`src/rtl/alu_io_pkg.sv`:
```
// rtl/alu_io_pkg.sv - shared state encoding and field widths for the ALU operand entry path
package alu_io_pkg;

  localparam int OPCODE_W  = 2;
  localparam int OPERAND_W = 4;

  // The stage output reuses this encoding directly.
  typedef enum logic [1:0] {
    ST_GET_A  = 2'd0,
    ST_GET_B  = 2'd1,
    ST_GET_OP = 2'd2,
    ST_DONE   = 2'd3
  } state_t;

endpackage

```
`src/rtl/button_debouncer.sv`:
```
// rtl/button_debouncer.sv - two-flop synchroniser, consecutive-sample debouncer and rising-edge pulse
module button_debouncer #(
  parameter int DEBOUNCE_CYCLES = 500000,
  parameter int CNT_W           = 20
) (
  input  logic clk,
  input  logic rst_n,
  input  logic raw,
  output logic level,
  output logic press
);

  localparam logic [CNT_W-1:0] LP_CNT_LAST = CNT_W'(DEBOUNCE_CYCLES - 1);

  logic             r_sync1;
  logic             r_sync2;
  logic             r_level;
  logic             r_level_q;
  logic [CNT_W-1:0] r_cnt;

  always_ff @(posedge clk or negedge rst_n) begin
    if (!rst_n) begin
      r_sync1   <= 1'b0;
      r_sync2   <= 1'b0;
      r_level   <= 1'b0;
      r_level_q <= 1'b0;
      r_cnt     <= '0;
    end else begin
      r_sync1   <= raw;
      r_sync2   <= r_sync1;
      r_level_q <= r_level;
      // The edge that completes the run of differing samples flips the level.
      if (r_sync2 == r_level) begin
        r_cnt <= '0;
      end else if (r_cnt == LP_CNT_LAST) begin
        r_level <= r_sync2;
        r_cnt   <= '0;
      end else begin
        r_cnt <= r_cnt + CNT_W'(1);
      end
    end
  end

  assign level = r_level;
  assign press = r_level & ~r_level_q;

endmodule

```
`src/rtl/alu_operand_entry.sv`:
```
// rtl/alu_operand_entry.sv - board button/switch front end stepping operand A, operand B and opcode into the ALU
module alu_operand_entry
  import alu_io_pkg::*;
#(
  parameter int DEBOUNCE_CYCLES = 500000,
  parameter int CNT_W           = 20
) (
  input  logic                 clk,
  input  logic                 rst_n,
  input  logic [OPERAND_W-1:0] sw,
  input  logic                 btn_enter,
  input  logic                 btn_clear,
  input  logic                 alu_ack,
  output logic [OPERAND_W-1:0] operand_a,
  output logic [OPERAND_W-1:0] operand_b,
  output logic [OPCODE_W-1:0]  opcode,
  output logic                 operands_valid,
  output logic [1:0]           stage
);

  logic w_enter_level;
  logic w_enter_press;
  logic w_clear_level;
  logic w_clear_press;
  logic w_unused;

  logic [OPERAND_W-1:0] r_sw_sync1;
  logic [OPERAND_W-1:0] r_sw_sync2;
  state_t               r_state;
  logic [OPERAND_W-1:0] r_operand_a;
  logic [OPERAND_W-1:0] r_operand_b;
  logic [OPCODE_W-1:0]  r_opcode;
  logic                 r_valid;

  button_debouncer #(.DEBOUNCE_CYCLES(DEBOUNCE_CYCLES), .CNT_W(CNT_W)) u_enter (
    .clk   (clk),
    .rst_n (rst_n),
    .raw   (btn_enter),
    .level (w_enter_level),
    .press (w_enter_press)
  );

  button_debouncer #(.DEBOUNCE_CYCLES(DEBOUNCE_CYCLES), .CNT_W(CNT_W)) u_clear (
    .clk   (clk),
    .rst_n (rst_n),
    .raw   (btn_clear),
    .level (w_clear_level),
    .press (w_clear_press)
  );

  // Debounced levels are available for future status use; only the pulses drive the FSM.
  assign w_unused = w_enter_level ^ w_clear_level;

  always_ff @(posedge clk or negedge rst_n) begin
    if (!rst_n) begin
      r_sw_sync1  <= '0;
      r_sw_sync2  <= '0;
      r_state     <= ST_GET_A;
      r_operand_a <= '0;
      r_operand_b <= '0;
      r_opcode    <= '0;
      r_valid     <= 1'b0;
    end else begin
      r_sw_sync1 <= sw;
      r_sw_sync2 <= r_sw_sync1;
      if (w_clear_press) begin
        r_state     <= ST_GET_A;
        r_operand_a <= '0;
        r_operand_b <= '0;
        r_opcode    <= '0;
        r_valid     <= 1'b0;
      end else begin
        case (r_state)
          ST_GET_A: if (w_enter_press) begin
            r_operand_a <= r_sw_sync2;
            r_state     <= ST_GET_B;
          end
          ST_GET_B: if (w_enter_press) begin
            r_operand_b <= r_sw_sync2;
            r_state     <= ST_GET_OP;
          end
          ST_GET_OP: if (w_enter_press) begin
            r_opcode <= r_sw_sync2[OPCODE_W-1:0];
            r_valid  <= 1'b1;
            r_state  <= ST_DONE;
          end
          // Captured data is kept after the ack so the display still shows it.
          ST_DONE: if (alu_ack) begin
            r_valid <= 1'b0;
            r_state <= ST_GET_A;
          end
          default: r_state <= ST_GET_A;
        endcase
      end
    end
  end

  assign operand_a      = r_operand_a;
  assign operand_b      = r_operand_b;
  assign opcode         = r_opcode;
  assign operands_valid = r_valid;
  assign stage          = r_state;

endmodule

```
`config.mk`:
```
export PLATFORM = sky130hd
export DESIGN_NAME = alu_operand_entry
export DESIGN_NICKNAME = d
export VERILOG_FILES = /design/src/rtl/alu_io_pkg.sv /design/src/rtl/button_debouncer.sv /design/src/rtl/alu_operand_entry.sv
export SDC_FILE = /design/constraint.sdc
export NUM_CORES = 1
export LEC_CHECK = 0
export CORE_UTILIZATION = 62
export CTS_CLUSTER_SIZE = 12
export DETAILED_ROUTE_END_ITERATION = 12
export PLACE_DENSITY_LB_ADDON = 0.2
export SETUP_SLACK_MARGIN = 0.15
export SYNTH_ARGS = -nofsm -noshare
export SYNTH_HDL_FRONTEND = slang
export SYNTH_SLANG_ARGS = --single-unit
export TNS_END_PERCENT = 1
```
`constraint.sdc`:
```
create_clock -name clk -period 6 [get_ports clk]
set_clock_uncertainty 0.05 [all_clocks]
set_input_delay 0.9 -clock clk [delete_from_list [all_inputs] [get_ports clk]]
set_output_delay 0.9 -clock clk [all_outputs]
set_load 0.01 [all_outputs]
```
==> After elaboration in Yosys (flattened, before gate mapping) <==
Index checks and enable logic that the tools add are counted.
{ "op_classes": {"muxes": 22, "add_sub_neg": 2, "eq_ne": 11, "n_reduce_logical": 13, "bitwise_logic": 6} }
{ "op_table": {"columns": ["operator", "count"], "rows": [
  ["$mux 20", 4],
  ["$add 20x1->20 const B", 2],
  ["$eq 20x19->1 const B", 2],
  ["$mux 4", 5],
  ["$mux 2", 8],
  ["$reduce_and 2->1", 5],
  ["$ne 3x1->1 const B", 3],
  ["$pmux 2 s4", 1],
  ["$reduce_bool 2->1", 4],
  ["$eq 2x2->1 const B", 2],
  ["$not 1->1", 4],
  ["$reduce_and 4->1", 1],
  ["$mux 1", 3],
  ["$ne 3x2->1 const B", 1],
  ["$reduce_and 3->1", 1],
  ["$reduce_bool 3->1", 1],
  ["$and 1x1->1", 2],
  ["$eq 1x1->1", 2],
  ["$eq 2x1->1 const B", 1],
  ["$logic_not 2->1", 1],
  ["$pmux 1 s2", 1]
]} }
{ "totals": {"output_inout_bits": 13, "reg_bits": 69} }

==> Logic depth before layout (Yosys ltp) <==
{ "depth": {"depth_word": 5, "depth_mapped": 7} }

==> Cells and area by module <==
From an unflattened synthesis, not the netlist that was laid out.
{ "unflattened": {"cells_unflattened": 301, "area_unflattened_um2": 3189.3} }
{ "modules_own_cells": {"columns": ["module", "n_inst", "cells_each", "seq_area_each_um2", "area_per_inst_um2"], "rows": [
  ["button_debouncer", 2, 112, 600.6, 1172.4],
  ["alu_operand_entry", 1, 77, 525.5, 844.6]
]} }

==> Least setup slack after synthesis <==
No wires, ideal clock.
{ "synth_timing": {"path_type": "register to register", "startpoint": "register u_enter.r_cnt[0]", "endpoint": "register u_enter.r_cnt[18]", "stages_incl_launch_ff": 6, "path_slack_ns": 4.053, "t_arrival_ns": 1.819, "n_path_buf": 0, "t_required_ns": 5.872, "setup_ns": 0.078, "cell_sequence": "dfrtp_1 > ha_1 > nand4_1 > or3_2 > or4_1 > a21oi_1"} }
{ "synth_via": {"elab_chain_len": 3} }
{ "synth_rtl": {"columns": ["item", "line", "rtl"], "rows": [
  ["from (decl)", "button_debouncer.sv:19", "logic [CNT_W-1:0] r_cnt;"],
  ["from (signal assigned)", "button_debouncer.sv:39", "r_cnt <= r_cnt + CNT_W'(1);"],
  ["$add 20x1->20 or $eq 20x19->1 (tied branches)", "button_debouncer.sv:39, button_debouncer.sv:35", null],
  ["$mux 20 *", "button_debouncer.sv:35", "end else if (r_cnt == LP_CNT_LAST) begin"],
  ["$mux 20 *", "button_debouncer.sv:33", "if (r_sync2 == r_level) begin"]
]} }
Every way passes the cells marked *; elsewhere a longest branch is shown, timed or not.
A chain may end at the register's enable or synchronous reset.

==> Worst setup path in the final report <==
{ "layout_timing": {"startpoint": "register r_state[0], in the netlist stage[0]", "endpoint": "output stage[0]"} }
{ "layout_rtl": {"columns": ["item", "line", "rtl"], "rows": [
  ["from (decl)", "alu_operand_entry.sv:29", "state_t r_state;"],
  ["from (signal assigned)", "alu_operand_entry.sv:58", "r_state <= ST_GET_A;"],
  ["from (signal assigned)", "alu_operand_entry.sv:67", "r_state <= ST_GET_A;"],
  ["from (signal assigned)", "alu_operand_entry.sv:76", "r_state <= ST_GET_B;"],
  ["to (decl)", "alu_operand_entry.sv:18", "output logic [1:0] stage"]
]} }
No word-level cell between the ends.

==> summary.json <==
{
  "grt_first_pass_wirelength": {"value": 9880, "unit": "µm"},
  "finalSetupViolations": {"value": 0},
  "largest_net_degree_at_the_start_of_global_routing": {"value": 70},
  "final_antenna_net_count": {"value": 0},
  "cts-root-to-sink-buffers": {"value": 2},
  "grt_antenna_before_repair": {"value": 0},
  "period_needed": {"value": 2264, "unit": "ps"},
  "finalNetCount": {"value": 341},
  "route.detailed.drc": {"value": 0},
  "cts_repair_resized_insts": {"value": 0},
  "io_buffer_count": {"value": 21},
  "avgViaCountPerCell": {"value": 5.735},
  "syn_avg_cell_area": {"value": 10.20, "unit": "µm²"},
  "layout-area-overhead-vs-synth": {"value": 14.83, "unit": "%"},
  "outcome": {"value": "finished, final reports clean"},
  "netlist.top_cell.by_area": {"value": "sky130_fd_sc_hd__dfrtp_1"},
  "multi_input_area": {"value": 1265, "unit": "µm²"},
  "fin_setup_tns": {"value": 0, "unit": "ps"},
  "synth_top_cells_by_area": {"value": "sky130_fd_sc_hd__dfrtp_1 56%, sky130_fd_sc_hd__xnor2_1 6.0%, sky130_fd_sc_hd__nor2_1 4.8%"},
  "worst_slew_margin_rel": {"value": 35.45, "unit": "%"},
  "tritoncts_num_sinks": {"value": 69},
  "drv_cap": {"value": 0},
  "ant_cells": {"value": 0},
  "clkTransAtPathRegs": {"value": 60, "unit": "ps"},
  "cts_setup_buffers": {"value": 0},
  "fin_crit_sh": {"value": 37.74, "unit": "%"},
  "synth.most_common_cell": {"value": "sky130_fd_sc_hd__dfrtp_1"},
  "synth-compound-area-share": {"value": 5.770, "unit": "%"},
  "cts_tree": {"value": "yes"},
  "gp_congestion": {"value": 0.9180},
  "cts_inserted_buffers": {"value": 9},
  "fillerInstances": {"value": 349},
  "initial_core_util": {"value": 64.76, "unit": "%"},
  "count_of_flip_flops_with_a_built_in_enable_after_synthesis": {"value": 0},
  "num_rows": {"value": 25},
  "y_dimension_of_the_die": {"value": 72.48, "unit": "µm"},
  "setup.worst_path.end_class": {"value": "output port"},
  "postRouteWirelength": {"value": 5845, "unit": "µm"},
  "combinational_family_with_the_most_area_after_synthesis": {"value": "simple AND/OR/NAND/NOR gates"},
  "cts_max_level": {"value": 3},
  "vias": {"value": 2271},
  "drive_gt1_share": {"value": 6.991, "unit": "%"},
  "worstReg2RegStart": {"value": "u_clear.r_cnt[0]"},
  "max_clock_freq": {"value": 441.6, "unit": "MHz"},
  "timing.critical_path.cells": {"value": "clkdlybuf4s50_1"},
  "first_pass_iters": {"value": 4},
  "dp_hpwl": {"value": 3850, "unit": "µm"},
  "critical_path_buf_inv_count": {"value": 1},
  "io-pin-count": {"value": 22},
  "yosys.area_share.xor_xnor": {"value": 8.249, "unit": "%"},
  "ys_dominant_reg_cell": {"value": "sky130_fd_sc_hd__dfrtp_1"},
  "cts_root_buffer": {"value": "sky130_fd_sc_hd__clkbuf_8"},
  "clk-insertion-delay-late": {"value": 340, "unit": "ps"},
  "synth_sequential_area_ratio": {"value": 56.07, "unit": "%"},
  "first_global_vias": {"value": 2145},
  "post_synth_adder_cell_area": {"value": 2.438, "unit": "%"},
  "seq_area": {"value": 1727, "unit": "µm²"},
  "detailedRoute.firstIterationViolations": {"value": 135},
  "longest_individual_stage_delay_on_the_worst_path": {"value": 580, "unit": "ps"},
  "cp_data_arrival_time": {"value": 1310, "unit": "ps"},
  "power.density_cell_area": {"value": 252.2, "unit": "nW/µm²"},
  "floorplan_die_area": {"value": 5253, "unit": "µm²"},
  "max_slew.worst_pin.slew": {"value": 966.3, "unit": "ps"},
  "global_route_usage_over_all_layers": {"value": 25.26, "unit": "%"},
  "synth_common_cells": {"value": "69 x sky130_fd_sc_hd__dfrtp_1, 39 x sky130_fd_sc_hd__nor2_1, 25 x sky130_fd_sc_hd__nand2_1, 23 x sky130_fd_sc_hd__nand3_1, 21 x sky130_fd_sc_hd__xnor2_1"},
  "cp-start-kind": {"value": "register"},
  "netlist.area_leader.share": {"value": 56.07, "unit": "%"},
  "coreArea": {"value": 4755, "unit": "µm²"},
  "grt_setup_unrepaired": {"value": "no"},
  "cp_max_fo": {"value": 4},
  "timing.critical_path.max_delay_family": {"value": "buffers and inverters"},
  "critical_path.startpoint": {"value": "stage[0]"},
  "gr-total-overflow": {"value": 0},
  "worstPathRequired": {"value": 5050, "unit": "ps"},
  "drv_slew": {"value": 0},
  "final_hold_viol_count": {"value": 0},
  "synth.lib_cells_used.distinct": {"value": 36},
  "p_leak": {"value": 1.429, "unit": "nW"},
  "ys_warn_count": {"value": 0},
  "ys_async_sr_fraction": {"value": 100.0, "unit": "%"},
  "hold_slack": {"value": 296.5, "unit": "ps"},
  "post_synth_inst_count": {"value": 302},
  "wl_per_cell": {"value": 14.76, "unit": "µm"},
  "worst-setup-path-type": {"value": "register to output port"},
  "post_synthesis_cell_area": {"value": 3079, "unit": "µm²"},
  "die_w": {"value": 72.48, "unit": "µm"},
  "holdCritPathClass": {"value": "register to register"},
  "critical_path.slowest_cell": {"value": "sky130_fd_sc_hd__clkdlybuf4s50_1"},
  "worst_hold_start": {"value": "r_sw_sync1[3]"},
  "cts_hold_buffers": {"value": 0},
  "count_of_state_elements_after_synthesis": {"value": 69},
  "vdd_drop_max": {"value": 179.2, "unit": "µV"},
  "mux_share_of_post_synthesis_cell_area": {"value": 1.422, "unit": "%"},
  "synth_simple_gate_area_share": {"value": 23.20, "unit": "%"},
  "postSynthNetCount": {"value": 317}
}
==> state kept, by name (all words and copies together) (netlist names) <==
register	cells
r_sw_sync2	4
u_enter.level	1
u_enter.r_sync1	1
operands_valid	1
u_clear.r_sync1	1
u_enter.r_sync2	1
u_clear.r_sync2	1
u_clear.level	1
u_enter.r_level_q	1
operand_b	4
r_sw_sync1	4
u_clear.r_level_q	1
stage	2
opcode	2
operand_a	4
u_enter.r_cnt	20
u_clear.r_cnt	20
==> worst paths after layout <==
kind	endpoint	slack, ps	depth (start not counted)
min in group asynchronous	u_clear.r_cnt[6]	680	2
worst min-delay path	r_sw_sync2[3]	300	0
max in group asynchronous	u_enter.r_cnt[5]	4670	2
worst min register to register	r_sw_sync2[3]	300	0
worst max register to register	u_clear.r_cnt[5]	3790	6
worst max-delay path	stage[0]	3740	1
==> metal layers <==
metal	part of all wire, %	global-route usage, %
met3	5.0	6.806
met1	45	32.49
met2	48	38.11
met4	2.5	15.90
met5	0	0
==> area by class of cell <==
type                       instances  share of cell area, %
multi-input combinational        211                  35.77
sequential                        69                  48.83
clock buffer                      12                  3.822
timing repair buffer              23                  6.228
inverter                          12                  1.274
tap                               67                  2.371
clock inverter                     2                  1.699
==> logic make-up (layout without fill, tap and decap cells) <==
kind of cell               count (synthesis)  after routing
xor gates and xnor gates                  29             29
DFF                                       69             69
muxes                                      4              4
AOI/OAI and AO/OA                         32             32
adders and majority gates                  6              6
and+or+nand+nor                          140            140
buffers and inverters                     22             49
==> power breakdown <==
group / switching, mW / internal [mW] / leakage, nW / total (mW)
Combinational: 0.0163 / 0.00911 / 0.407 / 0.0254
Sequential: 0.00616 / 0.473 / 0.926 / 0.479
Clock: 0.158 / 0.230 / 0.0965 / 0.388
Total: 0.180 / 0.712 / 1.43 / 0.892
==> metrics by stage <==
step	cell area [µm²]	utilization, %	worst slack [ps]	std cells	total power [mW]
global route	3536	74.37	3607	396	0.9245
CTS	3536	74.37	3717	396	0.8997
detailed placement	3341	70.26	3862	382	0.5135
global placement	3341	70.26	3924	382	0.5124
finish	3536	74.37	3736	396	0.8919
floorplan	3079	-	4053	302	0.4957
==> cells in the final DEF (no fill, tap or decap), types with 2 or more instances in the layout <==
cell type                         synthesis  final
sky130_fd_sc_hd__a21oi_1                 19     19
sky130_fd_sc_hd__and4_1                   3      3
sky130_fd_sc_hd__buf_4                    0      2
sky130_fd_sc_hd__bufinv_16                0      2
sky130_fd_sc_hd__clkbuf_1                 6      3
sky130_fd_sc_hd__clkbuf_8                 0      9
sky130_fd_sc_hd__clkdlybuf4s50_1          0     20
sky130_fd_sc_hd__dfrtp_1                 69     69
sky130_fd_sc_hd__ha_1                     6      6
sky130_fd_sc_hd__inv_1                   12     12
sky130_fd_sc_hd__mux2_2                   3      3
sky130_fd_sc_hd__nand2_1                 25     25
sky130_fd_sc_hd__nand3_1                 23     23
sky130_fd_sc_hd__nand4_1                 12     12
sky130_fd_sc_hd__nor2_1                  39     39
sky130_fd_sc_hd__nor2b_1                  2      2
sky130_fd_sc_hd__nor3_1                   7      7
sky130_fd_sc_hd__nor4_1                   9      9
sky130_fd_sc_hd__o21ai_0                  6      6
sky130_fd_sc_hd__o31ai_1                  2      2
sky130_fd_sc_hd__or3_1                    7      7
sky130_fd_sc_hd__or4_1                    5      5
sky130_fd_sc_hd__xnor2_1                 21     21
sky130_fd_sc_hd__xor2_1                   8      8
(Power assumes the default switching activity.)
